===== src/rtl/thread_datapath_top_if.sv =====
// Observation bus of the single-thread datapath: program counter, halt flag
// and retired-instruction count.
interface thread_datapath_top_if #(
    parameter int ADDR_W = 8
);
    logic [ADDR_W-1:0] pc;
    logic              done;
    logic [7:0]        retired;

    modport master (output pc, done, retired);
    modport slave  (input  pc, done, retired);
endinterface


===== src/rtl/thread_datapath_top.sv =====
// Standalone MiniGPU thread datapath: PC, built-in ROM kernel, register file,
// ALU, NZP flags and a load/store unit on an internal RAM. Define
// THREAD_TRACE_EN to print a per-instruction retire trace in simulation.
//
// state   | meaning
// FETCH   | latch ROM[pc]
// DECODE  | read rs/rt operands
// EXECUTE | ALU result or memory address/data capture
// MEMWAIT | LDR/STR RAM access
// UPDATE  | writeback, NZP, pc update, retired+1
// DONE    | halted after RET
module thread_datapath_top #(
    parameter int DATA_W    = 8,
    parameter int ADDR_W    = 8,
    parameter int THREAD_ID = 0,
    parameter int BLOCK_ID  = 0,
    parameter int BLOCK_DIM = 1
) (
    input  logic                   clock,
    input  logic                   reset,
    thread_datapath_top_if.master  bus
);
    typedef enum logic [2:0] {
        FETCH   = 3'd0,
        DECODE  = 3'd1,
        EXECUTE = 3'd2,
        MEMWAIT = 3'd3,
        UPDATE  = 3'd4,
        DONE    = 3'd5
    } state_t;

    localparam logic [3:0] OP_BR    = 4'h1;
    localparam logic [3:0] OP_CMP   = 4'h2;
    localparam logic [3:0] OP_ADD   = 4'h3;
    localparam logic [3:0] OP_SUB   = 4'h4;
    localparam logic [3:0] OP_MUL   = 4'h5;
    localparam logic [3:0] OP_DIV   = 4'h6;
    localparam logic [3:0] OP_LDR   = 4'h7;
    localparam logic [3:0] OP_STR   = 4'h8;
    localparam logic [3:0] OP_CONST = 4'h9;
    localparam logic [3:0] OP_RET   = 4'hF;

    state_t              state_q, state_d;
    logic [ADDR_W-1:0]   pc_q;
    logic                done_q;
    logic [7:0]          retired_q;
    logic [2:0]          nzp_q, cmp_q;
    logic [15:0]         instr_q;
    logic [DATA_W-1:0]   rs_val_q, rt_val_q, result_q, mem_wdata_q;
    logic [ADDR_W-1:0]   mem_addr_q;
    logic [DATA_W-1:0]   regs_q [13];
    logic [DATA_W-1:0]   mem_q [2**ADDR_W];

    logic [3:0]          op, rd, rs, rt;
    logic [DATA_W-1:0]   alu_res;
    logic [2:0]          alu_nzp;
    logic                wr_en, br_taken;

    assign op = instr_q[15:12];
    assign rd = instr_q[11:8];
    assign rs = instr_q[7:4];
    assign rt = instr_q[3:0];

    // Addresses past the kernel decode as RET so a runaway pc halts.
    function automatic logic [15:0] rom_word(input logic [ADDR_W-1:0] a);
        case (a)
            ADDR_W'(0):  rom_word = 16'h9008;
            ADDR_W'(1):  rom_word = 16'h9103;
            ADDR_W'(2):  rom_word = 16'h3201;
            ADDR_W'(3):  rom_word = 16'h5321;
            ADDR_W'(4):  rom_word = 16'h8003;
            ADDR_W'(5):  rom_word = 16'h7400;
            ADDR_W'(6):  rom_word = 16'h4540;
            ADDR_W'(7):  rom_word = 16'h2051;
            ADDR_W'(8):  rom_word = 16'h120A;
            ADDR_W'(9):  rom_word = 16'h9601;
            default:     rom_word = 16'hF000;
        endcase
    endfunction

    function automatic logic [DATA_W-1:0] reg_read(input logic [3:0] idx);
        case (idx)
            4'd13:   reg_read = DATA_W'(BLOCK_ID);
            4'd14:   reg_read = DATA_W'(BLOCK_DIM);
            4'd15:   reg_read = DATA_W'(THREAD_ID);
            default: reg_read = regs_q[idx];
        endcase
    endfunction

    always_comb begin
        alu_res = '0;
        alu_nzp = nzp_q;
        case (op)
            OP_ADD:   alu_res = rs_val_q + rt_val_q;
            OP_SUB:   alu_res = rs_val_q - rt_val_q;
            OP_MUL:   alu_res = rs_val_q * rt_val_q;
            OP_DIV:   alu_res = (rt_val_q == '0) ? '1 : rs_val_q / rt_val_q;
            OP_CONST: alu_res = DATA_W'(instr_q[7:0]);
            OP_CMP:   alu_nzp = {rs_val_q < rt_val_q, rs_val_q == rt_val_q,
                                 rs_val_q > rt_val_q};
            default:  alu_res = '0;
        endcase
    end

    assign wr_en = (op == OP_ADD || op == OP_SUB || op == OP_MUL || op == OP_DIV ||
                    op == OP_CONST || op == OP_LDR) && (rd < 4'd13);
    assign br_taken = (op == OP_BR) && ((instr_q[11:9] & nzp_q) != 3'b000);

    always_comb begin
        state_d = state_q;
        case (state_q)
            FETCH:   state_d = DECODE;
            DECODE:  state_d = EXECUTE;
            EXECUTE: state_d = (op == OP_LDR || op == OP_STR) ? MEMWAIT : UPDATE;
            MEMWAIT: state_d = UPDATE;
            UPDATE:  state_d = (op == OP_RET) ? DONE : FETCH;
            DONE:    state_d = DONE;
            default: state_d = FETCH;
        endcase
    end

    always_ff @(posedge clock or posedge reset) begin
        if (reset) begin
            state_q     <= FETCH;
            pc_q        <= '0;
            done_q      <= 1'b0;
            retired_q   <= '0;
            nzp_q       <= '0;
            cmp_q       <= '0;
            instr_q     <= '0;
            rs_val_q    <= '0;
            rt_val_q    <= '0;
            result_q    <= '0;
            mem_wdata_q <= '0;
            mem_addr_q  <= '0;
            for (int i = 0; i < 13; i++) regs_q[i] <= '0;
        end else begin
            state_q <= state_d;
            case (state_q)
                FETCH:   instr_q <= rom_word(pc_q);
                DECODE: begin
                    rs_val_q <= reg_read(rs);
                    rt_val_q <= reg_read(rt);
                end
                EXECUTE: begin
                    result_q    <= alu_res;
                    cmp_q       <= alu_nzp;
                    mem_addr_q  <= ADDR_W'(rs_val_q);
                    mem_wdata_q <= rt_val_q;
                end
                MEMWAIT: if (op == OP_LDR) result_q <= mem_q[mem_addr_q];
                UPDATE: begin
                    retired_q <= retired_q + 8'd1;
                    if (wr_en) regs_q[rd] <= result_q;
                    if (op == OP_CMP) nzp_q <= cmp_q;
                    if (op == OP_RET) done_q <= 1'b1;
                    else if (br_taken) pc_q <= ADDR_W'(instr_q[7:0]);
                    else pc_q <= pc_q + ADDR_W'(1);
                end
                default: ;
            endcase
        end
    end

    // RAM is deliberately left out of reset; an aborted STR never reaches MEMWAIT.
    always_ff @(posedge clock) begin
        if (state_q == MEMWAIT && op == OP_STR) mem_q[mem_addr_q] <= mem_wdata_q;
    end

`ifdef THREAD_TRACE_EN
    always_ff @(posedge clock) begin
        if (!reset && state_q == UPDATE) begin
            $display("retire pc=%0d op=%h rd=%0d val=%0d", pc_q, op, rd, result_q);
            if (op == OP_RET)
                $display("halt R0=%0d R1=%0d R2=%0d R3=%0d R4=%0d R5=%0d R6=%0d NZP=%b",
                         regs_q[0], regs_q[1], regs_q[2], regs_q[3], regs_q[4],
                         regs_q[5], regs_q[6], nzp_q);
        end
    end
`endif

    assign bus.pc      = pc_q;
    assign bus.done    = done_q;
    assign bus.retired = retired_q;
endmodule


===== src/flat_wrapper.sv =====
// flat-port wrapper written by rule: the top's interface ports become plain ports
module thread_datapath_top_flat 
#(
    parameter int DATA_W    = 8,
    parameter int ADDR_W    = 8,
    parameter int THREAD_ID = 0,
    parameter int BLOCK_ID  = 0,
    parameter int BLOCK_DIM = 1
)
  (clock, reset, bus_pc, bus_done, bus_retired);
  thread_datapath_top_if #(.ADDR_W(ADDR_W)) bus_i ();
  input  logic clock;
  input  logic reset;
  output wire logic [$bits(bus_i.pc)-1:0] bus_pc;
  output wire logic [$bits(bus_i.done)-1:0] bus_done;
  output wire logic [$bits(bus_i.retired)-1:0] bus_retired;
  assign bus_pc = bus_i.pc;
  assign bus_done = bus_i.done;
  assign bus_retired = bus_i.retired;
  thread_datapath_top #(.DATA_W(DATA_W), .ADDR_W(ADDR_W), .THREAD_ID(THREAD_ID), .BLOCK_ID(BLOCK_ID), .BLOCK_DIM(BLOCK_DIM)) u_core (.clock(clock), .reset(reset), .bus(bus_i));
endmodule

===== config.mk =====
export PLATFORM = sky130hd
export DESIGN_NAME = thread_datapath_top_flat
export DESIGN_NICKNAME = d
export VERILOG_FILES = /design/src/rtl/thread_datapath_top_if.sv /design/src/rtl/thread_datapath_top.sv /design/src/flat_wrapper.sv
export SDC_FILE = /design/constraint.sdc
export NUM_CORES = 2
export LEC_CHECK = 0
export BUFFER_PORTS_ARGS = -buffer_cell sky130_fd_sc_hd__buf_4
export CAP_MARGIN = 20
export CORE_MARGIN = 10
export CORE_UTILIZATION = 40
export CTS_BUF_LIST = sky130_fd_sc_hd__clkbuf_8
export DETAILED_ROUTE_END_ITERATION = 8
export SLEW_MARGIN = 20
export SYNTH_ARGS = -nofsm -noshare
export SYNTH_HDL_FRONTEND = slang
export SYNTH_SLANG_ARGS = --single-unit

===== constraint.sdc =====
create_clock -name clock -period 25.6 [get_ports clock]
set_input_delay 1.28 -clock clock [delete_from_list [all_inputs] [get_ports clock]]
set_output_delay 1.28 -clock clock [all_outputs]
set_load 0.005 [all_outputs]

=== After elaboration in Yosys (flattened, before gate mapping) ===
Memories as Yosys holds them, arrays and structs flattened.
Cells that the tools add are included.

* RAM bits: 2048
* Memories: 2
* Word-level logic and storage cells: 113
* Output and inout bits: 17
* Bits of input ports: 2
* Memory bits (read-only): 208
* Bits in registers: 186

{| class="wikitable"
|+ Memories
! name !! words !! width !! rd ports !! clocked after Yosys merged registers in !! wr ports !! RTL line !! RTL
|-
| u_core.mem_q || 256 || 8 || 1 || 0 || 1 || thread_datapath_top.sv:52 || <nowiki>logic [DATA_W-1:0] mem_q [2**ADDR_W];</nowiki>
|-
| (name not given) || 16 || 13 || 1 || 0 || 0 || thread_datapath_top.sv:66 || <nowiki>case (a)</nowiki>
|}

* $add $sub $neg: 4
* Divide/modulo/power cells: 1
* Order comparisons: 7
* Reductions and logical operators: 22
* Multiplexer cells: 23
* Equal/unequal tests: 23
* Bitwise logic cells: 5
* Multipliers: 1

{| class="wikitable"
|+ Operators by type and width
! cell !! count
|-
| $bwmux W104 || 1
|-
| $bmux W8 S4 || 2
|-
| $mux W8 || 8
|-
| $pmux W8 S2 || 3
|-
| $pmux W8 S5 || 1
|-
| $eq A4 B4 Y1 const B || 9
|-
| $demux W8 S4 || 1
|-
| $pmux W3 S6 || 1
|-
| $add A8 B1 Y8 const B || 2
|-
| $eq A4 B3 Y1 const B || 4
|-
| $mux W16 || 1
|-
| $ge A5 B5 Y1 const B || 3
|-
| $not A4 Y5 || 3
|-
| $reduce_and A2 Y1 || 5
|-
| $mux W3 || 3
|-
| $add A8 B8 Y8 || 1
|-
| $div A8 B8 Y8 || 1
|-
| $eq A4 B2 Y1 const B || 2
|-
| $eq A8 B8 Y1 || 1
|-
| $gt A8 B8 Y1 || 1
|-
| $logic_not A8 Y1 || 1
|-
| $lt A8 B8 Y1 || 1
|-
| $mul A8 B8 Y8 || 1
|-
| $sub A8 B8 Y8 || 1
|-
| other kinds (17) || 29
|}

=== Depth between registers and ports, before layout ===
* Word-level depth: 8
* Depth in mapped cells: 52
* Gate-level depth less buffers: 51

=== Worst setup path before layout ===
No wires, ideal clock.

* Path type: register to register
* Start point: register u_core.rt_val_q[4]
* End point: register u_core.result_q[0]
* Data required time: 25.472 ns
* Cell stages (with the launch flop): 47
* Arrival: 10.646 ns
* Library setup time: 0.128 ns
* Setup slack: 14.826 ns
* Cells stage by stage: dfrtp_1 > nor4_1 > nand2_1 > nor2_1 > a21oi_1 > nor2_1 > ha_1 > or4b_1 > a2111oi_2 > a221oi_1 > ha_1 > o21a_1 > o211ai_1 > mux2i_1 > ha_1 > o21a_1 > o21a_1 > o21a_1 > [11 not listed] > o21a_1 > nor2_1 > o21ai_1 > mux2_2 > ha_1 > or3_1 > o211ai_1 > a21boi_0 > o31ai_2 > mux2_2 > ha_1 > and2_1 > o21ai_0 > o21ai_0 > o21a_1 > o21ai_0 > a211o_1 > a31oi_1

* Cells in the longest elaborated chain, start to end: 4

{| class="wikitable"
|+ RTL lines
! what !! RTL line !! RTL
|-
| start: declaration || thread_datapath_top.sv:49 || <nowiki>logic [DATA_W-1:0] rs_val_q, rt_val_q, result_q, mem_wdata_q;</nowiki>
|-
| start signal: assignment || thread_datapath_top.sv:143 || <nowiki>rt_val_q <= reg_read(rt);</nowiki>
|-
| $div A8 B8 Y8 or $logic_not A8 Y1 (tied branches) || thread_datapath_top.sv:97 || <nowiki>OP_DIV: alu_res = (rt_val_q == '0) ? '1 : rs_val_q / rt_val_q;</nowiki>
|-
| $mux W8 * || thread_datapath_top.sv:97 ||
|-
| $pmux W8 S5 * || thread_datapath_top.sv:93 || <nowiki>case (op)</nowiki>
|-
| $pmux W8 S2 * || thread_datapath_top.sv:139 || <nowiki>case (state_q)</nowiki>
|-
| end signal: assignment || thread_datapath_top.sv:146 || <nowiki>result_q <= alu_res;</nowiki>
|-
| end signal: assignment || thread_datapath_top.sv:151 || <nowiki>MEMWAIT: if (op == OP_LDR) result_q <= mem_q[mem_addr_q];</nowiki>
|-
| end: declaration || thread_datapath_top.sv:49 ||
|}

Mark *: on every way between the ends. The rest lies on a longest branch, timed or not.
A chain may end at the register's enable or synchronous reset.

=== Worst setup path after layout ===
Ends and elaborated chain as after synthesis.

==> impl_metrics.toml <==
[outcome]
status = "finished clean"

[sta]
setup_viol = 0
slew_headroom = 0.181
finalCritPeriodShare = 0.487
fin_crit_ns = 12.46
tns_ns = 0
final.setup_skew_ns = 0.115
timing.hold.ws_ns = 0.286
max_freq_mhz = 80.2
finalHoldViolCount = 0
rsz0062_at_grt = "no"
worst_pin_slew_ns = 1.23
finalMaxSlewViolations = 0

[floorplan]
dieHeight_um = 491
die_x_um = 491
initial_core_util = 0.403
ioPinCount = 19
row_count = 172
coreArea_mm2 = 0.220
die-area_mm2 = 0.241

[clock_tree]
clk_pin_slew_worst_paths_ns = 0.06
cts_buffer_depth = 4
cts_setup_buffers = 0
cts-buffers-inserted = 375
cts_sinks = 2189
h-tree-depth = 5
clock_latency_ns = 1.07
root_buffer = "clkbuf_8"
holdBufCountCts = 0
cts_resized = 0
tritoncts = "built"

[worst_setup_path]
critPathKind = "reg2reg"
critical_path_required_ns = 26.54
end_kind = "flop"
cp-start-kind = "flop"
worstPathArrival_ns = 13.40
path_common_cell = "o21a_1"
rrSetupSlack_ns = 13.14
critical-path-max-stage-delay_ns = 0.73
critPathSlowestCell = "nor4_1"
critPathMaxFanout = 10

[place]
place_inst = 7177
io_buffers = 18
gp_congestion = 0.857
hpwl_um = 136000

[synthesis]
synth_edf_count = 2048
synth-seq-area-share = 0.733
yosysMostFrequentCell = "edfxtp_1"
synth_top_area_share = 0.693
synth_fa_ha_area_frac = 0.0142
synth_compound_area_frac = 0.0235
synthArstFlopShare = 0.0644
synthSimpleGateAreaFrac = 0.0339
synthTopCellsByCount = "2048 x edfxtp_1, 633 x mux4_2, 356 x nor2_1, 141 x dfrtp_1, 141 x nand2_1"
synth_top_family_by_area = "multiplexers"
yosys-top-cells-area = "edfxtp_1 69%, mux4_2 16%, dfrtp_1 4.0%, nor2_1 1.5%, ha_1 1.1%"
yosysWarnings = 0
muxShareOfSynthArea = 0.177
syn-instance-count = 4366
ys_seq_elements = 2189
ys.flop_type = "edfxtp_1"
synthXorXnorAreaFrac = 0.00367
ys_types = 71
synth_area_mm2 = 0.0887
syn_nets = 4460
yosysTopAreaCell = "edfxtp_1"
syn_area_per_cell_um2 = 20.3

[detailed_routing]
drt_iter0_drc = 4782
ant_nets = 0
drc = 0
via_per_inst = 5.74
routed_wl_um = 228000
dr.pass1.iters = 7
vias = 44872
routedWlPerCell_um = 29.1

[layout]
final_util = 0.449
area_delta_synth_final_pct = 11.5
instances_no_fill = 7824
fill_cells = 18676
drive_gt1_frac = 0.266
nets = 4693

[hold_path]
hold_path.class = "in2async"

[run]
maxCapViolCount = 0

[grt]
grt_overflow_total = 0
grt_use_total = 0.185
grt_max_degree = 209
grt_pass1_vias = 45659
antenna_found_initial = 4
grt_first_pass_wirelength_um = 331000

[power_and_ir_drop]
power.density_mw_per_mm2 = 68.0
power_frac_comb = 0.001
clock_power_share = 0.426
cellLeakagePower_nw = 28.4
p_int_mw = 5.34
swShare = 0.206
seqPwrFrac = 0.573
max-vdd-ir-drop_uv = 36.8
p_total_mw = 6.73
p_sw_mw = 1.38
-- metal layers --
layer  vias to the layer above  wire, µm  GRT usage
li1                      18455         -          -
met1                     24107     95500      0.260
met2                      1951    109000      0.290
met3                       359     16900     0.0375
met4                         0      6780     0.0599
met5                         -         0          0
-- cells in the final DEF (no fill, tap or decap), drive strengths merged, types with 7 or more instances in the layout --
cell / n
ha: 78
o22ai: 14
o32ai: 7
a211oi: 8
nand3: 49
nand4: 14
a31oi: 13
nor3: 36
nand2b: 14
mux4: 633
mux2i: 45
mux2: 83
and2: 15
inv: 168
a21oi: 48
edfxtp: 2048
o21bai: 7
fa: 14
and3: 7
dfrtp: 141
nor4: 8
xor2: 10
nor2: 356
a221oi: 11
clkbuf: 386
o21ai: 62
nor2b: 30
o21a: 22
buf: 101
nand2: 141
bufinv: 10
a21o: 8
o22a: 11
a22oi: 40
clkinv: 123
xnor2: 22
a22o: 17
-- kinds of logic (layout without fill, tap and decap cells) --
group / after synthesis / after routing
flip-flops: 2189 / 2189
multiplexers: 761 / 761
AND/OR/NAND/NOR: 690 / 690
AO/OA/AOI/OAI: 304 / 304
buffers and inverters: 296 / 794
adder cells (fa/ha/maj): 92 / 92
XOR/XNOR: 34 / 34
other: 0 / 2
-- power groups by stage --
| stage | clock network (mW) | logic, mW | registers [mW] |
|---|---|---|---|
| floorplan | 0 | 0.00323 | 3.93 |
| global placement | 0 | 0.00507 | 3.93 |
| detailed placement | 0 | 0.00517 | 3.93 |
| CTS | 2.93 | 0.00513 | 3.86 |
| global route | 3.09 | 0.00612 | 3.85 |
| finish | 2.87 | 0.00513 | 3.86 |
-- sequential cells by signal (all words and copies together) (netlist names) --
| name | cells |
|---|---|
| u_core.mem_q | 2048 |
| u_core.bus.retired | 8 |
| u_core.mem_addr_q | 8 |
| u_core.rt_val_q | 8 |
| u_core.cmp_q | 2 |
| u_core.regs_q | 64 |
| u_core.instr_q | 13 |
| u_core.mem_wdata_q | 8 |
| u_core.bus.pc | 8 |
| u_core.nzp_q | 2 |
| u_core.result_q | 8 |
| u_core.state_q | 3 |
| u_core.bus.done | 1 |
| u_core.rs_val_q | 8 |
-- critical path, delay by kind of cell, from the launching register on --
kind / cells / cell delay [ns]
flip-flops: 1 / 0.41
AO/OA/AOI/OAI: 27 / 5.88
adder cells (fa/ha/maj): 7 / 2.00
multiplexers: 4 / 1.44
AND/OR/NAND/NOR: 9 / 2.59
-- through the flow --
| stage | setup slack [ns] | area (µm²) |
|---|---|---|
| global route | 12.23 | 98900 |
| finish | 13.14 | 98900 |
| CTS | 13.22 | 98800 |
| floorplan | 14.83 | 88700 |
| global placement | 13.59 | 92200 |
| detailed placement | 13.28 | 92200 |
-- area by class of cell --
type | instances | area (µm²) | area share
clock inverters | 256 | 1300 | 0.0132
repair buffers | 101 | 922 | 0.00932
diodes | 2 | 5.00 | 0.0000506
flip-flops and latches | 2189 | 65100 | 0.658
multi-input cells | 1881 | 22400 | 0.227
inverters | 51 | 196 | 0.00199
well taps | 2958 | 3700 | 0.0374
clock buffers | 386 | 5310 | 0.0537
-- worst paths after layout --
| check | cells past startpoint | endpoint | from |
|---|---|---|---|
| setup reg to reg | 47 | u_core.result_q[0] | u_core.rt_val_q[4] |
| min in group clock | 1 | u_core.bus.done | u_core.bus.done |
| max in group asynchronous | 4 | u_core.mem_addr_q[3] | reset |
| hold reg to reg | 1 | u_core.bus.done | u_core.bus.done |
| hold / removal | 2 | u_core.instr_q[6] | reset |
| setup / recovery | 47 | u_core.result_q[0] | u_core.rt_val_q[4] |
Note: power is estimated with default switching activity, not from simulation.
